## src/rtl/s27_bist_ctrl_if.sv

```systemverilog
// Pattern/response and control bundle between the s27 BIST controller and its environment.
interface s27_bist_ctrl_if;
  logic        start;
  logic        abort;
  logic [15:0] num_patterns;
  logic        g17_in;
  logic        g0_out;
  logic        g1_out;
  logic        g2_out;
  logic        g3_out;
  logic        busy;
  logic        done;
  logic [15:0] signature;
  logic        pass;

  modport master (
    output start, abort, num_patterns, g17_in,
    input  g0_out, g1_out, g2_out, g3_out, busy, done, signature, pass
  );

  modport slave (
    input  start, abort, num_patterns, g17_in,
    output g0_out, g1_out, g2_out, g3_out, busy, done, signature, pass
  );
endinterface

```

## src/rtl/s27_bist_ctrl.sv

```systemverilog
// BIST for the s27 core: LFSR drives G0..G3, SISR compacts G17, FSM runs seed/flush/run/done.
// Optional signature comparator enabled by defining S27_BIST_CMP_EN.
module s27_bist_ctrl #(
  parameter logic [15:0] LFSR_SEED  = 16'hACE1,
  parameter int          FLUSH_CYC  = 4,
  parameter logic [15:0] SIG_POLY   = 16'h1021
`ifdef S27_BIST_CMP_EN
  ,
  parameter logic [15:0] GOLDEN_SIG = 16'h0000
`endif
) (
  input  logic            blif_clk_net,
  input  logic            blif_reset_net,
  s27_bist_ctrl_if.slave  bus
);

  typedef enum logic [2:0] {
    S_IDLE  = 3'd0,
    S_SEED  = 3'd1,
    S_FLUSH = 3'd2,
    S_RUN   = 3'd3,
    S_DONE  = 3'd4
  } state_e;

  state_e      state_q, state_d;
  logic [15:0] lfsr_q, lfsr_d;
  logic [15:0] sig_q, sig_d;
  logic [15:0] cnt_q, cnt_d;
  logic [7:0]  flush_q, flush_d;
  logic [3:0]  pat_q;
  logic        run_q;
  logic        busy_q;
  logic        done_q;
  logic        lfsr_fb;

  assign lfsr_fb = lfsr_q[0] ^ lfsr_q[2] ^ lfsr_q[3] ^ lfsr_q[5];

  always_comb begin
    state_d = state_q;
    lfsr_d  = lfsr_q;
    sig_d   = sig_q;
    cnt_d   = cnt_q;
    flush_d = flush_q;

    unique case (state_q)
      S_IDLE: begin
        if (bus.start) state_d = S_SEED;
      end
      S_SEED: begin
        lfsr_d  = LFSR_SEED;
        sig_d   = '0;
        cnt_d   = bus.num_patterns;
        flush_d = 8'(FLUSH_CYC - 1);
        state_d = S_FLUSH;
      end
      S_FLUSH: begin
        if (flush_q == 8'd0) state_d = (cnt_q != 16'd0) ? S_RUN : S_DONE;
        else                 flush_d = flush_q - 8'd1;
      end
      S_RUN: begin
        lfsr_d = {lfsr_fb, lfsr_q[15:1]};
        cnt_d  = cnt_q - 16'd1;
        if (cnt_q == 16'd1) state_d = S_DONE;
      end
      S_DONE: begin
        if (bus.start) state_d = S_SEED;
      end
      default: state_d = S_IDLE;
    endcase

    // G17 answers the pattern already on the pins, so compaction trails the pattern launch by one edge
    if (run_q && !bus.abort) begin
      sig_d = {sig_q[14:0], 1'b0} ^ (sig_q[15] ? SIG_POLY : 16'h0000) ^ {15'b0, bus.g17_in};
    end

    if (bus.abort) state_d = S_IDLE;
  end

  always_ff @(posedge blif_clk_net or posedge blif_reset_net) begin
    if (blif_reset_net) begin
      state_q <= S_IDLE;
      lfsr_q  <= LFSR_SEED;
      sig_q   <= '0;
      cnt_q   <= '0;
      flush_q <= '0;
      pat_q   <= '0;
      run_q   <= 1'b0;
      busy_q  <= 1'b0;
      done_q  <= 1'b0;
    end else begin
      state_q <= state_d;
      lfsr_q  <= lfsr_d;
      sig_q   <= sig_d;
      cnt_q   <= cnt_d;
      flush_q <= flush_d;
      pat_q   <= (state_d == S_RUN) ? lfsr_d[3:0] : 4'h0;
      run_q   <= (state_d == S_RUN);
      busy_q  <= (state_d == S_SEED) || (state_d == S_FLUSH) || (state_d == S_RUN);
      done_q  <= (state_d == S_DONE);
    end
  end

`ifdef S27_BIST_CMP_EN
  logic pass_q;

  always_ff @(posedge blif_clk_net or posedge blif_reset_net) begin
    if (blif_reset_net) pass_q <= 1'b0;
    else                pass_q <= (state_d == S_DONE) && (sig_d == GOLDEN_SIG);
  end

  assign bus.pass = pass_q;
`else
  assign bus.pass = 1'b0;
`endif

  assign bus.g0_out    = pat_q[0];
  assign bus.g1_out    = pat_q[1];
  assign bus.g2_out    = pat_q[2];
  assign bus.g3_out    = pat_q[3];
  assign bus.busy      = busy_q;
  assign bus.done      = done_q;
  assign bus.signature = sig_q;

endmodule

```

## src/flat_wrapper.sv

```systemverilog
// flat-port wrapper written by rule: the top's interface ports become plain ports
module s27_bist_ctrl_flat 
#(
  parameter logic [15:0] LFSR_SEED  = 16'hACE1,
  parameter int          FLUSH_CYC  = 4,
  parameter logic [15:0] SIG_POLY   = 16'h1021

)
  (blif_clk_net, blif_reset_net, bus_start, bus_abort, bus_num_patterns, bus_g17_in, bus_g0_out, bus_g1_out, bus_g2_out, bus_g3_out, bus_busy, bus_done, bus_signature, bus_pass);
  s27_bist_ctrl_if bus_i ();
  input  logic blif_clk_net;
  input  logic blif_reset_net;
  input wire logic [$bits(bus_i.start)-1:0] bus_start;
  input wire logic [$bits(bus_i.abort)-1:0] bus_abort;
  input wire logic [$bits(bus_i.num_patterns)-1:0] bus_num_patterns;
  input wire logic [$bits(bus_i.g17_in)-1:0] bus_g17_in;
  output wire logic [$bits(bus_i.g0_out)-1:0] bus_g0_out;
  output wire logic [$bits(bus_i.g1_out)-1:0] bus_g1_out;
  output wire logic [$bits(bus_i.g2_out)-1:0] bus_g2_out;
  output wire logic [$bits(bus_i.g3_out)-1:0] bus_g3_out;
  output wire logic [$bits(bus_i.busy)-1:0] bus_busy;
  output wire logic [$bits(bus_i.done)-1:0] bus_done;
  output wire logic [$bits(bus_i.signature)-1:0] bus_signature;
  output wire logic [$bits(bus_i.pass)-1:0] bus_pass;
  assign bus_i.start = bus_start;
  assign bus_i.abort = bus_abort;
  assign bus_i.num_patterns = bus_num_patterns;
  assign bus_i.g17_in = bus_g17_in;
  assign bus_g0_out = bus_i.g0_out;
  assign bus_g1_out = bus_i.g1_out;
  assign bus_g2_out = bus_i.g2_out;
  assign bus_g3_out = bus_i.g3_out;
  assign bus_busy = bus_i.busy;
  assign bus_done = bus_i.done;
  assign bus_signature = bus_i.signature;
  assign bus_pass = bus_i.pass;
  s27_bist_ctrl #(.LFSR_SEED(LFSR_SEED), .FLUSH_CYC(FLUSH_CYC), .SIG_POLY(SIG_POLY)) u_core (.blif_clk_net(blif_clk_net), .blif_reset_net(blif_reset_net), .bus(bus_i));
endmodule
```

## config.mk

```make
export PLATFORM = sky130hd
export DESIGN_NAME = s27_bist_ctrl_flat
export DESIGN_NICKNAME = d
export VERILOG_FILES = /design/src/rtl/s27_bist_ctrl_if.sv /design/src/rtl/s27_bist_ctrl.sv /design/src/flat_wrapper.sv
export SDC_FILE = /design/constraint.sdc
export NUM_CORES = 1
export LEC_CHECK = 0
export CAP_MARGIN = 25
export CORE_UTILIZATION = 40
export CTS_CLUSTER_SIZE = 20
export DETAILED_ROUTE_END_ITERATION = 10
export HOLD_SLACK_MARGIN = 0.03
export SKIP_LAST_GASP = 1
export SLEW_MARGIN = 20
export SYNTH_ARGS = -nofsm -noshare
export SYNTH_HDL_FRONTEND = slang
export SYNTH_SLANG_ARGS = --single-unit
```

## constraint.sdc

```tcl
create_clock -name blif_clk_net -period 2.3 [get_ports blif_clk_net]
set_input_delay 0.46 -clock blif_clk_net [delete_from_list [all_inputs] [get_ports blif_clk_net]]
set_output_delay 0.46 -clock blif_clk_net [all_outputs]
set_load 0.1 [all_outputs]
```

**Word level (Yosys, flattened, before mapping)**

Cells that the tools add are included.

- Flip-flop bits (word level): 66
- Output and inout port bits: 23

- Mux-type cells: 14
- Reductions and logical operators: 12
- Equality and inequality tests: 10
- Bitwise gates (word level): 5
- Add/sub/neg operators: 2

Operators with widths:

| operator | count |
|---|---|
| $pmux W16 S2 | 2 |
| $mux W16 | 2 |
| $eq A16 B1 Y1 const B | 1 |
| $pmux W8 S2 | 1 |
| $reduce_bool A16 Y1 | 1 |
| $sub A16 B1 Y16 const B | 1 |
| $xor A16 B1 Y16 | 1 |
| $xor A16 B16 Y16 | 1 |
| $mux W3 | 5 |
| $mux W13 | 1 |
| $eq A3 B2 Y1 const B | 4 |
| $pmux W3 S4 | 1 |
| $logic_not A8 Y1 | 1 |
| $mux W8 | 1 |
| $sub A8 B1 Y8 const B | 1 |
| $eq A3 B1 Y1 const B | 2 |
| $eq A3 B3 Y1 const B | 2 |
| $reduce_bool A2 Y1 | 3 |
| $mux W4 | 1 |
| $logic_not A3 Y1 | 1 |
| $xor A1 B1 Y1 | 3 |
| $logic_or A1 B1 Y1 | 2 |
| $ne A2 B2 Y1 const B | 1 |
| $reduce_and A2 Y1 | 1 |
| 3 further kinds | 3 |

**Depth between registers and ports, before layout**

- Depth after elaboration: 8
- Mapped depth: 8

**Least setup slack after synthesis**

No wires, ideal clock.

- Path kind: register to register
- From: register u_core.flush_q[0]
- To: register u_core.flush_q[0]
- Stages on the path, launching flop included: 9
- Setup time: 138 ps
- Data arrival time: 1674 ps
- Setup slack: 488 ps
- Buffers on the path: 2
- Data required time: 2162 ps
- Cells stage by stage: dfrtp_1 -> inv_1 -> ha_1 -> or3b_1 -> clkbuf_1 -> or2_1 -> buf_6 -> a211oi_1 -> a31oi_1

- Word-level cells in the longest chain between the ends: 3

Ends and longest elaborated chain:

| element | line | RTL |
|---|---|---|
| start, declared | s27_bist_ctrl.sv:29 | `logic [7:0] flush_q, flush_d;` |
| start signal, assigned | s27_bist_ctrl.sv:95 | `flush_q <= flush_d;` |
| $sub A8 B1 Y8 or $logic_not A8 Y1 (tied branches) | s27_bist_ctrl.sv:58, s27_bist_ctrl.sv:57 |  |
| $mux W8 or $ne A2 B2 Y1 (tied branches) | - |  |
| $pmux W8 S2 or $reduce_and A2 Y1 (tied branches) | - |  |

Several ways; a longest one is shown, not always the timed one. The select of a mux whose other input is x is not followed.
A chain may end at the register's enable or synchronous reset.

**Final worst setup path**

- From: register u_core.flush_q[1]
- To: register u_core.state_q[2]

- Word-level cells in the longest chain between the ends: 4

Ends and longest elaborated chain:

| element | line | RTL |
|---|---|---|
| $logic_not A8 Y1 | s27_bist_ctrl.sv:57 | `if (flush_q == 8'd0) state_d = (cnt_q != 16'd0) ? S_RUN : S_DONE;` |
| $mux W3 | s27_bist_ctrl.sv:57 |  |
| $pmux W3 S4 | s27_bist_ctrl.sv:45 | `unique case (state_q)` |
| $mux W3 | s27_bist_ctrl.sv:76 | `if (bus.abort) state_d = S_IDLE;` |
| net u_core.state_d[2] | s27_bist_ctrl.sv:25 | `state_e state_q, state_d;` |
| end signal, assigned | s27_bist_ctrl.sv:91 | `state_q <= state_d;` |
| end, declared | s27_bist_ctrl.sv:25 |  |

The timed path passes the listed nets, and every way through them passes these cells.

==> results.yml <==
worst_setup_path:
  timing.rr.end: "u_core.state_q[2]"
  timing.critical_path.to_type: "flip-flop"
  cp_data_arrival_time_ps: 2200
  crit_chain: "inv_1 > ha_1 > or3b_1 > or2_1 > nor3_2 > o31a_1"
  critical_path.reg2reg.startpoint: "u_core.flush_q[1]"
  critPathRequiredTime_ps: 2580
  crit_start: "u_core.flush_q[1]"
  cp_num_cells: 6
  critPathBufInv: 1
  rr_worst_depth: 6
  cp-endpoint: "u_core.state_q[2]"
  crit_path_max_cell_delay_ps: 440
  r2r_setup_slack_ps: 380
  setup.worst_path.start_class: "flip-flop"
  worst_path_dominant_cell_family: "simple AND/OR/NAND/NOR gates"
  cp_max_fo: 7
  timing.critical_path.slowest_stage_cell: "sky130_fd_sc_hd__or3b_1"
  criticalPathCategory: "reg2reg"
placed_design:
  place_worst_setup_slack_ps: 414.3
  post-place-cells: 474
  place.gp.congestion: 0.8106
  io_buffer_count: 42
  hpwlAfterDp_um: 5061
cts:
  post_cts_resized: 0
  tritoncts: "built"
  clk_pin_slew_ps: 80
  htree_levels: 3
  clockRootBuffer: "sky130_fd_sc_hd__clkbuf_8"
  clock_latency_ps: 340
  cts.hold.buffers_added: 0
  clock_tree.buffer_depth: 2
  cts_buffers: 9
  postCtsSetupRepairBufs: 0
  clock_sink_count: 66
synthesis:
  synth_top_area_cell: "sky130_fd_sc_hd__dfrtp_1"
  yosys_warnings: 0
  synth_area_per_cell_um2: 9.642
  synth_top_cells_by_area: "sky130_fd_sc_hd__dfrtp_1, sky130_fd_sc_hd__dfstp_2, sky130_fd_sc_hd__nand2_1, sky130_fd_sc_hd__o21ai_0, sky130_fd_sc_hd__a21oi_1"
  post_synth_instance_area_mm2: 0.003278
  synth_nets: 366
  synth.lib_cells_used.distinct: 57
  synth_edf_count: 0
  synth_seq_area_share_pct: 50.69
  asyncSetResetFlopFracSynth_pct: 100.0
  list_of_most_frequent_post_synthesis_cells: "sky130_fd_sc_hd__dfrtp_1, sky130_fd_sc_hd__nand2_1, sky130_fd_sc_hd__o21ai_0"
  synth_ff_type: "sky130_fd_sc_hd__dfrtp_1"
  synth_largest_type_area_fraction_pct: 44.27
  most_frequent_cell_after_synthesis: "sky130_fd_sc_hd__dfrtp_1"
  ys_seq_elements: 66
  syn_inst: 340
power:
  total_power_uw: 3070
  vdd.ir_drop.worst_mv: 0.4256
  p_per_area_mw_per_mm2: 774.0
  static-leakage-power_uw: 0.001707
sta:
  fmax_ghz: 0.5216
  timing.final.setup_violations: 0
  worst_slew_margin_relative_to_its_limit_pct: 60.63
  rsz0062_at_grt: "no"
  tightest_slew_ps: 585.6
  fin_tns_setup_ps: 0
  setup_clock_skew_after_layout_ps: 11.38
  slew_viol_final: 0
  final.min_clock_period_ps: 1917
  final.setup.worst_slack_ps: 383.0
  min_period_over_period_pct: 83.35
  hold_viol: 0
  hold_ws_ps: 449.8
global_routing:
  overall_routing_resource_usage_pct: 19.12
  congestion_overflow_gr: 0
  busiest_layer: "met2"
  global_route.usage.met2_pct: 30.00
  largest_net_degree_at_the_start_of_global_routing: 33
  groute.layer.met1.usage_pct: 25.41
  grt_pass1_wl_um: 12790
  antenna_found_initial: 0
  grtUsageMet3_pct: 5.747
  first_global_vias: 2589
die:
  top_level_ports: 44
  die_h_um: 92.53
  fp-row-count: 32
  core-area_mm2: 0.007807
  floorplan.initialDensity_pct: 41.99
  die_area_mm2: 0.008562
  die_x_um: 92.53
worst_hold_path:
  holdCritPathClass: "in2async"
drt:
  ant_nets: 0
  drt_pre_antenna_iters: 6
  routed-via-count: 2656
  drcViolationCount: 0
  routed_wl_um: 7325
  detail_route.wl_per_cell_um: 14.95
  initialDrtViolationCount: 208
  drt-vias-per-instance: 5.420
layout:
  layout.filler_cells: 745
  layout-area-overhead-vs-synth_pct: 20.99
  final_cell_count_no_fill: 490
  regArea_mm2: 0.001662
  final_nets: 409
  layout-drive-gt1-share_pct: 17.53
  antennaDiodeCount: 0
  multi_input_comb_area_mm2: 0.001483
run_status:
  status: "finished, final reports clean"
flow_run:
  maxCapViolCount: 0
## sequential cells by signal (all words and copies together) (netlist names)
signal                flops
u_core.flush_q            8
u_core.run_q              1
u_core.lfsr_q            16
u_core.bus.done           1
u_core.bus.busy           1
u_core.state_q            3
u_core.cnt_q             16
u_core.bus.signature     16
u_core.pat_q              4
## final cells by class
cell class / instances / share of cell area (%)
inverters: 9 / 0.8517
well taps: 102 / 3.218
repair buffers: 55 / 11.99
flip-flops and latches: 66 / 41.89
clock inverters: 2 / 0.3155
multi-input cells: 242 / 37.38
clock buffers: 14 / 4.353
## kinds of logic (layout without fill, tap and decap cells)
family	count (synthesis)	count (layout)	synth area share (%)
compound gates	109	109	21.49
xor+xnor	10	10	2.672
fa+ha+maj	5	5	1.908
buf+inv	32	80	4.084
flops	66	66	50.69
mux	1	1	0.3054
other cells	1	1	0.1144
simple gates	116	116	18.74
## routing by layer
metal,wire (µm),share of wire (%)
met4,80,1.1
met5,0,0
met3,228,3.1
met1,3427,47
met2,3589,49
## cells in the final DEF, fill, tap and decap left out, types with 3 or more instances in the layout
master	instances
sky130_fd_sc_hd__dfrtp_1	58
sky130_fd_sc_hd__nand2_1	46
sky130_fd_sc_hd__buf_4	34
sky130_fd_sc_hd__o21ai_0	30
sky130_fd_sc_hd__a21oi_1	26
sky130_fd_sc_hd__nor2_1	20
sky130_fd_sc_hd__clkdlybuf4s50_1	20
sky130_fd_sc_hd__clkbuf_8	12
sky130_fd_sc_hd__xor2_1	9
sky130_fd_sc_hd__o22a_1	9
sky130_fd_sc_hd__a22o_1	8
sky130_fd_sc_hd__inv_1	8
sky130_fd_sc_hd__dfstp_2	8
sky130_fd_sc_hd__nand3_1	7
sky130_fd_sc_hd__nor3_1	6
sky130_fd_sc_hd__nand4_1	6
sky130_fd_sc_hd__o22ai_1	6
sky130_fd_sc_hd__a2bb2oi_1	5
sky130_fd_sc_hd__ha_1	5
sky130_fd_sc_hd__a21boi_0	4
sky130_fd_sc_hd__nand2b_1	3
sky130_fd_sc_hd__or2_2	3
sky130_fd_sc_hd__or3_1	3
sky130_fd_sc_hd__a31oi_1	3
sky130_fd_sc_hd__and3_1	3
sky130_fd_sc_hd__o211ai_1	3
## stage by stage
stage	util, %	area (µm²)
2_1_floorplan	-	3278
3_3_place_gp	48.43	3781
3_5_place_dp	48.43	3781
4_1_cts	50.80	3966
5_1_grt	50.80	3966
6_report	50.80	3966
## power breakdown
part	internal, µW	total [µW]	switching, µW
sequential	1330	1530	200
combinational	279	617	338
clock	480	923	444
total	2090	3070	981
## how the worst min path moves through the flow
stage | endpoint | slack (ps) | cells after the start
3_3_place_gp | u_core.lfsr_q[0] | 470 | 2
3_5_place_dp | u_core.lfsr_q[0] | 470 | 2
4_1_cts | u_core.bus.signature[1] | 450 | 2
5_1_grt | u_core.bus.signature[1] | 480 | 2
2_1_floorplan | u_core.lfsr_q[0] | 450 | 2
6_report | u_core.bus.signature[1] | 450 | 2
No activity file was read; power rests on OpenSTA's default activity.
